<file path="src/rtl/mem_port_arbiter_pkg.sv">
// Shared encodings for the I/D unified-RAM port arbiter.
package mem_arb_pkg;

   typedef enum logic [1:0] {
      PORT_NONE = 2'd0,
      PORT_I    = 2'd1,
      PORT_D    = 2'd2
   } port_e;

   // Read-return tag layout: {is_i, is_d_load}
   localparam int unsigned TAG_D_LOAD = 0;
   localparam int unsigned TAG_IS_I   = 1;
   localparam int unsigned TAG_W      = 2;

   localparam int unsigned WAIT_W = 4;

endpackage

</file>
<file path="src/rtl/mem_port_arbiter_if.sv">
// Bundle of fetch, data, RAM and status signals around the port arbiter.
interface mem_port_arbiter_if #(
   parameter int unsigned ADDR_W = 32,
   parameter int unsigned DATA_W = 32,
   parameter int unsigned CNT_W  = 32
);
   logic              i_req;
   logic [ADDR_W-1:0] i_addr;
   logic              i_gnt;
   logic              i_rvalid;
   logic [DATA_W-1:0] i_rdata;

   logic              d_req;
   logic              d_we;
   logic [ADDR_W-1:0] d_addr;
   logic [DATA_W-1:0] d_wdata;
   logic              d_gnt;
   logic              d_rvalid;
   logic [DATA_W-1:0] d_rdata;

   logic              mem_en;
   logic              mem_we;
   logic [ADDR_W-1:0] mem_addr;
   logic [DATA_W-1:0] mem_wdata;
   logic [DATA_W-1:0] mem_rdata;

   logic              stall_if;
   logic              stall_mem;
   logic [CNT_W-1:0]  conflict_cnt;

   // Arbiter side
   modport slave (
      input  i_req, i_addr, d_req, d_we, d_addr, d_wdata, mem_rdata,
      output i_gnt, i_rvalid, i_rdata, d_gnt, d_rvalid, d_rdata,
      output mem_en, mem_we, mem_addr, mem_wdata,
      output stall_if, stall_mem, conflict_cnt
   );

   // Pipeline + RAM side
   modport master (
      output i_req, i_addr, d_req, d_we, d_addr, d_wdata, mem_rdata,
      input  i_gnt, i_rvalid, i_rdata, d_gnt, d_rvalid, d_rdata,
      input  mem_en, mem_we, mem_addr, mem_wdata,
      input  stall_if, stall_mem, conflict_cnt
   );

endinterface

</file>
<file path="src/rtl/mem_port_arbiter_sat_counter.sv">
// Up-counter with synchronous active-low clear that sticks at all-ones.
module sat_counter #(
   parameter int unsigned W = 32
) (
   input  logic         clk_i,
   input  logic         rst_ni,
   input  logic         inc_i,
   output logic [W-1:0] cnt_o
);

   logic [W-1:0] cnt_q, cnt_d;

   always_comb begin
      cnt_d = cnt_q;
      if (inc_i && (cnt_q != '1)) cnt_d = cnt_q + W'(1);
   end

   always_ff @(posedge clk_i) begin
      if (!rst_ni) cnt_q <= '0;
      else         cnt_q <= cnt_d;
   end

   assign cnt_o = cnt_q;

endmodule

</file>
<file path="src/rtl/mem_port_arbiter.sv">
// Arbitrates the fetch and data stages onto one single-port RAM, routes the
// 1-cycle read return to the winner and raises per-stage stalls.
module mem_port_arbiter
   import mem_arb_pkg::*;
#(
   parameter int unsigned ADDR_W   = 32,
   parameter int unsigned DATA_W   = 32,
   parameter int unsigned MAX_WAIT = 3,
   parameter int unsigned CNT_W    = 32
) (
   input  logic                clock,
   input  logic                reset,
   mem_port_arbiter_if.slave   bus
);

   localparam logic [WAIT_W-1:0] MAX_WAIT_C = WAIT_W'(MAX_WAIT);

   port_e              winner;
   logic [WAIT_W-1:0]  wait_q, wait_d;
   logic [TAG_W-1:0]   tag_q, tag_d;
   logic [ADDR_W-1:0]  addr_mux;
   logic [DATA_W-1:0]  wdata_mux;
   logic               en_mux, we_mux;

   // Grants are suppressed while reset is held so nothing reaches the RAM.
   always_comb begin
      winner = PORT_NONE;
      if (reset) begin
         if (bus.i_req && bus.d_req) winner = (wait_q == MAX_WAIT_C) ? PORT_I : PORT_D;
         else if (bus.i_req)         winner = PORT_I;
         else if (bus.d_req)         winner = PORT_D;
      end
   end

   always_comb begin
      addr_mux  = '0;
      wdata_mux = '0;
      en_mux    = 1'b0;
      we_mux    = 1'b0;
      unique case (winner)
         PORT_I: begin
            addr_mux = bus.i_addr;
            en_mux   = 1'b1;
         end
         PORT_D: begin
            addr_mux  = bus.d_addr;
            wdata_mux = bus.d_wdata;
            we_mux    = bus.d_we;
            en_mux    = 1'b1;
         end
         default: ;
      endcase
   end

   always_comb begin
      wait_d = wait_q;
      if ((winner == PORT_I) || !bus.i_req)       wait_d = '0;
      else if (bus.d_req && (winner == PORT_D))   wait_d = wait_q + WAIT_W'(1);

      tag_d             = '0;
      tag_d[TAG_IS_I]   = (winner == PORT_I);
      tag_d[TAG_D_LOAD] = (winner == PORT_D) && !bus.d_we;
   end

   always_ff @(posedge clock) begin
      if (!reset) begin
         wait_q <= '0;
         tag_q  <= '0;
      end else begin
         wait_q <= wait_d;
         tag_q  <= tag_d;
      end
   end

   assign bus.i_gnt     = (winner == PORT_I);
   assign bus.d_gnt     = (winner == PORT_D);
   assign bus.mem_en    = en_mux;
   assign bus.mem_we    = we_mux;
   assign bus.mem_addr  = addr_mux;
   assign bus.mem_wdata = wdata_mux;

   assign bus.stall_if  = reset & bus.i_req & ~bus.i_gnt;
   assign bus.stall_mem = reset & bus.d_req & ~bus.d_gnt;

   assign bus.i_rvalid = tag_q[TAG_IS_I];
   assign bus.d_rvalid = tag_q[TAG_D_LOAD];
   assign bus.i_rdata  = tag_q[TAG_IS_I]   ? bus.mem_rdata : '0;
   assign bus.d_rdata  = tag_q[TAG_D_LOAD] ? bus.mem_rdata : '0;

   sat_counter #(.W(CNT_W)) u_conflict_cnt (
      .clk_i  (clock),
      .rst_ni (reset),
      .inc_i  (bus.i_req & bus.d_req),
      .cnt_o  (bus.conflict_cnt)
   );

endmodule

</file>
<file path="src/flat_wrapper.sv">
// flat-port wrapper written by rule: the top's interface ports become plain ports
module mem_port_arbiter_flat import mem_arb_pkg::*;
#(
   parameter int unsigned ADDR_W   = 32,
   parameter int unsigned DATA_W   = 32,
   parameter int unsigned MAX_WAIT = 3,
   parameter int unsigned CNT_W    = 32
)
  (clock, reset, bus_i_req, bus_i_addr, bus_d_req, bus_d_we, bus_d_addr, bus_d_wdata, bus_mem_rdata, bus_i_gnt, bus_i_rvalid, bus_i_rdata, bus_d_gnt, bus_d_rvalid, bus_d_rdata, bus_mem_en, bus_mem_we, bus_mem_addr, bus_mem_wdata, bus_stall_if, bus_stall_mem, bus_conflict_cnt);
  mem_port_arbiter_if #(.ADDR_W(ADDR_W), .DATA_W(DATA_W), .CNT_W(CNT_W)) bus_i ();
  input  logic clock;
  input  logic reset;
  input wire logic [$bits(bus_i.i_req)-1:0] bus_i_req;
  input wire logic [$bits(bus_i.i_addr)-1:0] bus_i_addr;
  input wire logic [$bits(bus_i.d_req)-1:0] bus_d_req;
  input wire logic [$bits(bus_i.d_we)-1:0] bus_d_we;
  input wire logic [$bits(bus_i.d_addr)-1:0] bus_d_addr;
  input wire logic [$bits(bus_i.d_wdata)-1:0] bus_d_wdata;
  input wire logic [$bits(bus_i.mem_rdata)-1:0] bus_mem_rdata;
  output wire logic [$bits(bus_i.i_gnt)-1:0] bus_i_gnt;
  output wire logic [$bits(bus_i.i_rvalid)-1:0] bus_i_rvalid;
  output wire logic [$bits(bus_i.i_rdata)-1:0] bus_i_rdata;
  output wire logic [$bits(bus_i.d_gnt)-1:0] bus_d_gnt;
  output wire logic [$bits(bus_i.d_rvalid)-1:0] bus_d_rvalid;
  output wire logic [$bits(bus_i.d_rdata)-1:0] bus_d_rdata;
  output wire logic [$bits(bus_i.mem_en)-1:0] bus_mem_en;
  output wire logic [$bits(bus_i.mem_we)-1:0] bus_mem_we;
  output wire logic [$bits(bus_i.mem_addr)-1:0] bus_mem_addr;
  output wire logic [$bits(bus_i.mem_wdata)-1:0] bus_mem_wdata;
  output wire logic [$bits(bus_i.stall_if)-1:0] bus_stall_if;
  output wire logic [$bits(bus_i.stall_mem)-1:0] bus_stall_mem;
  output wire logic [$bits(bus_i.conflict_cnt)-1:0] bus_conflict_cnt;
  assign bus_i.i_req = bus_i_req;
  assign bus_i.i_addr = bus_i_addr;
  assign bus_i.d_req = bus_d_req;
  assign bus_i.d_we = bus_d_we;
  assign bus_i.d_addr = bus_d_addr;
  assign bus_i.d_wdata = bus_d_wdata;
  assign bus_i.mem_rdata = bus_mem_rdata;
  assign bus_i_gnt = bus_i.i_gnt;
  assign bus_i_rvalid = bus_i.i_rvalid;
  assign bus_i_rdata = bus_i.i_rdata;
  assign bus_d_gnt = bus_i.d_gnt;
  assign bus_d_rvalid = bus_i.d_rvalid;
  assign bus_d_rdata = bus_i.d_rdata;
  assign bus_mem_en = bus_i.mem_en;
  assign bus_mem_we = bus_i.mem_we;
  assign bus_mem_addr = bus_i.mem_addr;
  assign bus_mem_wdata = bus_i.mem_wdata;
  assign bus_stall_if = bus_i.stall_if;
  assign bus_stall_mem = bus_i.stall_mem;
  assign bus_conflict_cnt = bus_i.conflict_cnt;
  mem_port_arbiter #(.ADDR_W(ADDR_W), .DATA_W(DATA_W), .MAX_WAIT(MAX_WAIT), .CNT_W(CNT_W)) u_core (.clock(clock), .reset(reset), .bus(bus_i));
endmodule
</file>
<file path="config.mk">
export PLATFORM = sky130hd
export DESIGN_NAME = mem_port_arbiter_flat
export DESIGN_NICKNAME = d
export VERILOG_FILES = /design/src/rtl/mem_port_arbiter_pkg.sv /design/src/rtl/mem_port_arbiter_if.sv /design/src/rtl/mem_port_arbiter_sat_counter.sv /design/src/rtl/mem_port_arbiter.sv /design/src/flat_wrapper.sv
export SDC_FILE = /design/constraint.sdc
export NUM_CORES = 1
export LEC_CHECK = 0
export ABC_AREA = 0
export ABC_CLOCK_PERIOD_IN_PS = 6030
export BUFFER_PORTS_ARGS = -buffer_cell sky130_fd_sc_hd__buf_4
export CELL_PAD_IN_SITES_DETAIL_PLACEMENT = 1
export CELL_PAD_IN_SITES_GLOBAL_PLACEMENT = 2
export CORE_MARGIN = 8
export CORE_UTILIZATION = 18
export CTS_BUF_LIST = sky130_fd_sc_hd__clkbuf_2
export CTS_CLUSTER_DIAMETER = 200
export DETAILED_ROUTE_END_ITERATION = 8
export HOLD_SLACK_MARGIN = 0.06
export PLACE_DENSITY_LB_ADDON = 0.15
export RECOVER_POWER = 25
export SYNTH_ARGS = -nofsm -noshare
export SYNTH_HDL_FRONTEND = slang
export SYNTH_SLANG_ARGS = --single-unit
</file>
<file path="constraint.sdc">
create_clock -name clock -period 6.03 [get_ports clock]
set_input_delay 1.206 -clock clock [delete_from_list [all_inputs] [get_ports clock]]
set_output_delay 1.206 -clock clock [all_outputs]
set_load 0.01 [all_outputs]
</file>
* Yosys cells after proc, flatten, opt, wreduce, memory -nomap -nowiden
Cells that the tools add are included.
** Word-level totals
- Register bits :: 38
- Latch bits :: 0
- Bits in writable memories :: 0
- Memory bits (read-only) :: 0
- Output and inout port bits :: 168
- Memories :: 0
** Cells by class
- Add/subtract/negate cells :: 2
- Multiply operators :: 0
- Div/mod/pow operators :: 0
- Magnitude comparators :: 0
- Equal/unequal tests :: 4
- Shift operators :: 0
- Multiplexer cells :: 11
- Bitwise operators :: 8
- Reduce and logical (&&, ||, !) cells :: 9
** Operators with widths (count)
- $mux W32 :: 3
- $pmux W32 S2 :: 1
- $add A32 B1 Y32 const B :: 1
- $ne A32 B32 Y1 const B :: 1
- $mux W2 :: 5
- $and A1 B1 Y1 :: 5
- $add A4 B1 Y4 const B :: 1
- $eq A4 B2 Y1 const B :: 1
- $logic_and A1 B1 Y1 :: 4
- $reduce_or A2 Y1 :: 2
- $not A1 Y1 :: 3
- $eq A2 B1 Y1 const B :: 1
- $eq A2 B2 Y1 const B :: 1
- $logic_not A1 Y1 :: 2
- $mux W1 :: 2
- $logic_or A1 B1 Y1 :: 1

* Longest topological paths before layout
- Depth after elaboration :: 7
- Mapped depth :: 9
- Gate-level depth less buffers :: 8

* Cells and area by module
Synthesis repeated with hierarchy kept, for this count alone.
** Unflattened totals
- Cells, all modules :: 422
- Area total of the unflattened synthesis :: 3089.2 um2
** By module, submodules not included
- sat_counter :: instances 1, cells each 200, area each 1704.1 um2
- mem_port_arbiter :: instances 1, cells each 222, area each 1385.1 um2

* Worst setup path before layout
No wires, ideal clock.
- Path type :: input to output
- Start point :: input port reset
- End point :: output port bus_mem_addr[10]
- Arrival time :: 2753 ps
- Setup slack :: 2071 ps
- Stages on the path :: 9
- Buffers on the path :: 3
- Cells stage by stage :: clkbuf_1 > nand2_1 > a21o_1 > inv_1 > ha_1 > clkbuf_1 > clkbuf_1 > a22oi_1 > nor2_1
** On the way
- Cells in the longest elaborated chain, start to end :: 3
- Elaborated cells on any way between the ends :: 4
** RTL lines
- from (decl) :: RTL line flat_wrapper.sv:12 : input logic reset;
- $mux W2 :: RTL line mem_port_arbiter.sv:28 : if (reset) begin
- $eq A2 B2 Y1
- net bus_d_gnt :: RTL line flat_wrapper.sv:23 : output wire logic [$bits(bus_i.d_gnt)-1:0] bus_d_gnt;
- $pmux W32 S2 :: RTL line mem_port_arbiter.sv:40 : unique case (winner)
- to (decl) :: RTL line flat_wrapper.sv:28 : output wire logic [$bits(bus_i.mem_addr)-1:0] bus_mem_addr;
The timed path passes the listed nets, and every way through them passes these cells.

* Worst setup path in the final report
- Start point :: input port reset
- End point :: output port bus_mem_addr[11]
** On the way
- Cells in the longest elaborated chain, start to end :: 3
- Elaborated cells on any way between the ends :: 4
** RTL lines (RTL line)
- $mux W2 (*) :: mem_port_arbiter.sv:28
- $eq A2 B2 Y1 or $eq A2 B1 Y1 (tied branches) :: mem_port_arbiter.sv:40
- $pmux W32 S2 (*) :: mem_port_arbiter.sv:40
Mark *: on every way between the ends. The rest lies on a longest branch, timed or not.

==> qor.txt <==
Startpoint of the worst-slack reg-to-reg timing path - u_core.u_conflict_cnt.cnt_o[16]$_SDFFE_PN0P_
Type of the setup path with the least slack - input port to output pin
Number of DRC markers after the initial detailed-route iteration - 192
Post-placement cell count - 905
Cell area after placement - 5470 sq um
Yosys warning count - 0
Area taken by multi-input logic gates - 2090 sq um
Type of the most critical hold path - flip-flop to flip-flop
Leading cell type in the layout, fill and taps excluded - sky130_fd_sc_hd__buf_4
Die X - 146 microns
Grt ovf - 0
Root buf cell - sky130_fd_sc_hd__clkbuf_2
Number of antenna violations at the first check in global routing - 0
Total leakage power - 2.44 nW
Setup violators final - 0
Vias in the first global route - 4481
Total Routed Length - 16900 microns
Maximum number of pins on one net before global-route repair - 41
Hold path startpoint - u_core.wait_q[1]$_SDFFE_PP0P_
First-pass GRT wire length - 26100 microns
Row count - 47
Synth async-reset ratio - 0%
VDD IR-drop max - 0.0000578 V
Clock latency reported for the late side of the worst-skew pair - 0.40 ns
Final count of pins violating max slew - 0
CTS Buf Count - 5
Area growth, synth to finish - 76.6%
Most common cell on crit path - sky130_fd_sc_hd__buf_4
Worst reg-to-reg setup slack - 3.24 ns
Ant diodes - 0
WP data arrival - 3.18 ns
Worst stage delay on the critical path - 0.98 ns
Unrepaired setup endpoints after global routing - no
Detailed Routing Iterations Pass 1 - 4
TritonCTS clock tree - built
Clk sinks - 38
Number of different library cells in the post-synthesis netlist - 43
Worst r2r dst - u_core.u_conflict_cnt.cnt_o[31]$_SDFFE_PN0P_
Hold_buf cts - 0
Antenna Violating Nets Remaining - 0
Number of nets produced by synthesis - 550
Post-layout net count - 830
Depth of the worst hold-timing path - 2
Register-to-Register Path Depth - 5
Placed wire-length estimate after detailed placement - 14000 microns
GRT Util Overall - 15.1%
Startpoint Class - input port
Path length in cells of the critical path - 6
Maximum buffer depth of the clock tree - 2
Mean area per synthesized cell - 7.39 sq um
Total of flip-flops plus latches after synthesis - 38
DIE AREA - 21300 sq um
Leading cell types in the layout, fill and taps excluded - 269 x sky130_fd_sc_hd__buf_4, 103 x sky130_fd_sc_hd__and2_1, 42 x sky130_fd_sc_hd__nor2_1
Critical path, cell by cell - buf_4 -> nand2_1 -> a21o_1 -> ha_1 -> nor2_1 -> buf_4
Setup total negative slack - 0 ns
Worst Clk Skew - 0.0276 ns
Post-cts repair resize count - 0
Largest delay share family, worst path - adder cells
Core region area - 16600 sq um
Count of H-tree levels built during CTS - 2
Fraction of layout instances using a drive strength above 1 - 40.8%
Initial cell density of the core - 18.4%
Setup repair bufs after CTS - 0
EDFF count, synth - 0
Synthesized cell area - 3050 sq um
Minimum clock period - 4.38 ns
Sequential share of the synthesized area - 25.0%
Final Hold Viols - 0
Vias per inst - 4.45
Standard cell with the maximum stage delay on the critical path - sky130_fd_sc_hd__ha_1
Cells after synthesis - 412
Endpoint kind of the worst setup timing path - output pin
Status - finished clean
Worst slew pin tran - 1.10 ns
Average wire per standard cell - 18.5 microns
Final Wtd Congestion - 0.834
Count of maximum capacitance violations - 0
Register cell area after layout - 761 sq um
Largest fanout on the critical path - 40
Chip height - 146 microns
Total vias in the final route - 4063
Clock transition at the register clock pins on the worst setup and hold paths after CTS - 0.20 ns
Commonest register cell after synthesis - sky130_fd_sc_hd__dfxtp_1
Worst Hold Path EP - u_core.wait_q[1]$_SDFFE_PP0P_
Count of unresolved DRC violations after routing - 0
PwrDens - 111 nW/um^2
Port Buffer Count - 300
Maximum operating frequency - 228 MHz
Buffering stage count on the worst path with inverters included - 2
Tcrit/Tclk final - 72.7%
Filler Cells Inserted - 2077
Worst rel slew slack - 26.7%
Count of boundary I/O pins - 301
Critical path data required time - 4.82 ns
Post-Layout Inst Area - 5380 sq um
Final Instance Count excl. Fillers - 913
==> worst reg2reg max path: stages (launching register included) <==
cell and delay [ns]:
sky130_fd_sc_hd__dfxtp_1 0.53, sky130_fd_sc_hd__nand4_4 0.19, sky130_fd_sc_hd__or4_1 0.64, sky130_fd_sc_hd__o2111ai_1 0.91, sky130_fd_sc_hd__o21ai_0 0.25, sky130_fd_sc_hd__a21boi_0 0.20
==> power by group <==
| part | switching [mW] | internal [mW] | total (mW) |
|---|---|---|---|
| Clock | 0.0919 | 0.0697 | 0.162 |
| Sequential | 0.00360 | 0.253 | 0.257 |
| Combinational | 0.0747 | 0.103 | 0.178 |
==> stage by stage <==
stage                     hold slack, ns  power [mW]  util (%)  setup WS [ns]
after CTS                          0.505       0.611      33.4           1.59
after floorplan                    0.452       0.323         -           2.07
after global placement             0.463       0.440      33.0           1.70
final                              0.502       0.596      32.5           1.65
after detailed placement           0.480       0.444      33.0           1.59
after global routing               0.532       0.633      32.5           1.38
==> logic make-up (layout without fill, tap and decap cells) <==
group,Yosys count,count (layout),share of synthesized area [%]
AO/OA/AOI/OAI,91,91,21.6
XOR/XNOR,8,8,2.30
adder cells (fa/ha/maj),5,5,2.05
flip-flops,38,38,25.0
multiplexers,1,1,0.329
buffers and inverters,39,320,5.30
AND/OR/NAND/NOR,230,230,43.4
==> how the worst max path moves through the flow <==
stage                from                end  slack (ns)
floorplan           reset   bus_mem_addr[10]        2.07
CTS                 reset   bus_mem_addr[11]        1.59
detailed placement  reset   bus_mem_addr[11]        1.59
global placement    reset  bus_mem_wdata[16]        1.70
global route        reset  bus_mem_wdata[16]        1.38
finish              reset   bus_mem_addr[11]        1.65
==> cells in the mapped netlist (3+ instances only) <==
cell,instances,share of area (%)
sky130_fd_sc_hd__and2_1,106,22
sky130_fd_sc_hd__nor2_1,42,5.2
sky130_fd_sc_hd__dfxtp_1,38,25
sky130_fd_sc_hd__a22oi_1,32,7.9
sky130_fd_sc_hd__clkbuf_1,26,3.2
sky130_fd_sc_hd__nand2_1,20,2.5
sky130_fd_sc_hd__o21ai_0,16,2.6
sky130_fd_sc_hd__nand3_1,15,2.5
sky130_fd_sc_hd__or3_1,15,3.1
sky130_fd_sc_hd__a21boi_0,12,3.0
sky130_fd_sc_hd__inv_1,10,1.2
sky130_fd_sc_hd__nand4_1,8,1.6
sky130_fd_sc_hd__a21boi_1,7,1.7
sky130_fd_sc_hd__o31ai_1,6,1.5
sky130_fd_sc_hd__or4_1,6,1.5
sky130_fd_sc_hd__ha_1,5,2.1
sky130_fd_sc_hd__nor4_1,4,0.82
sky130_fd_sc_hd__xnor2_1,4,1.1
sky130_fd_sc_hd__xor2_1,4,1.1
sky130_fd_sc_hd__a21oi_1,3,0.49
sky130_fd_sc_hd__o21a_1,3,0.74
sky130_fd_sc_hd__o31a_1,3,0.86
==> cell type report <==
type,instances,area share [%]
well taps,220,5.12
flip-flops and latches,38,14.1
inverters,10,0.698
clock buffers,5,0.465
clock inverters,3,0.837
repair buffers,302,39.8
multi-input cells,335,38.9
==> state kept, by name, indices dropped and copies added, names as in the netlist <==
signal and cells:
u_core.u_conflict_cnt.cnt_o 32, u_core.wait_q 4, u_core.tag_q 2
==> per-layer routing <==
metal	part of all wire (%)	track usage, %
met5	0	0
met4	0.47	1.80
met3	7.6	4.94
met2	54	29.8
met1	38	15.4
Note: power is estimated with default switching activity, not from simulation.
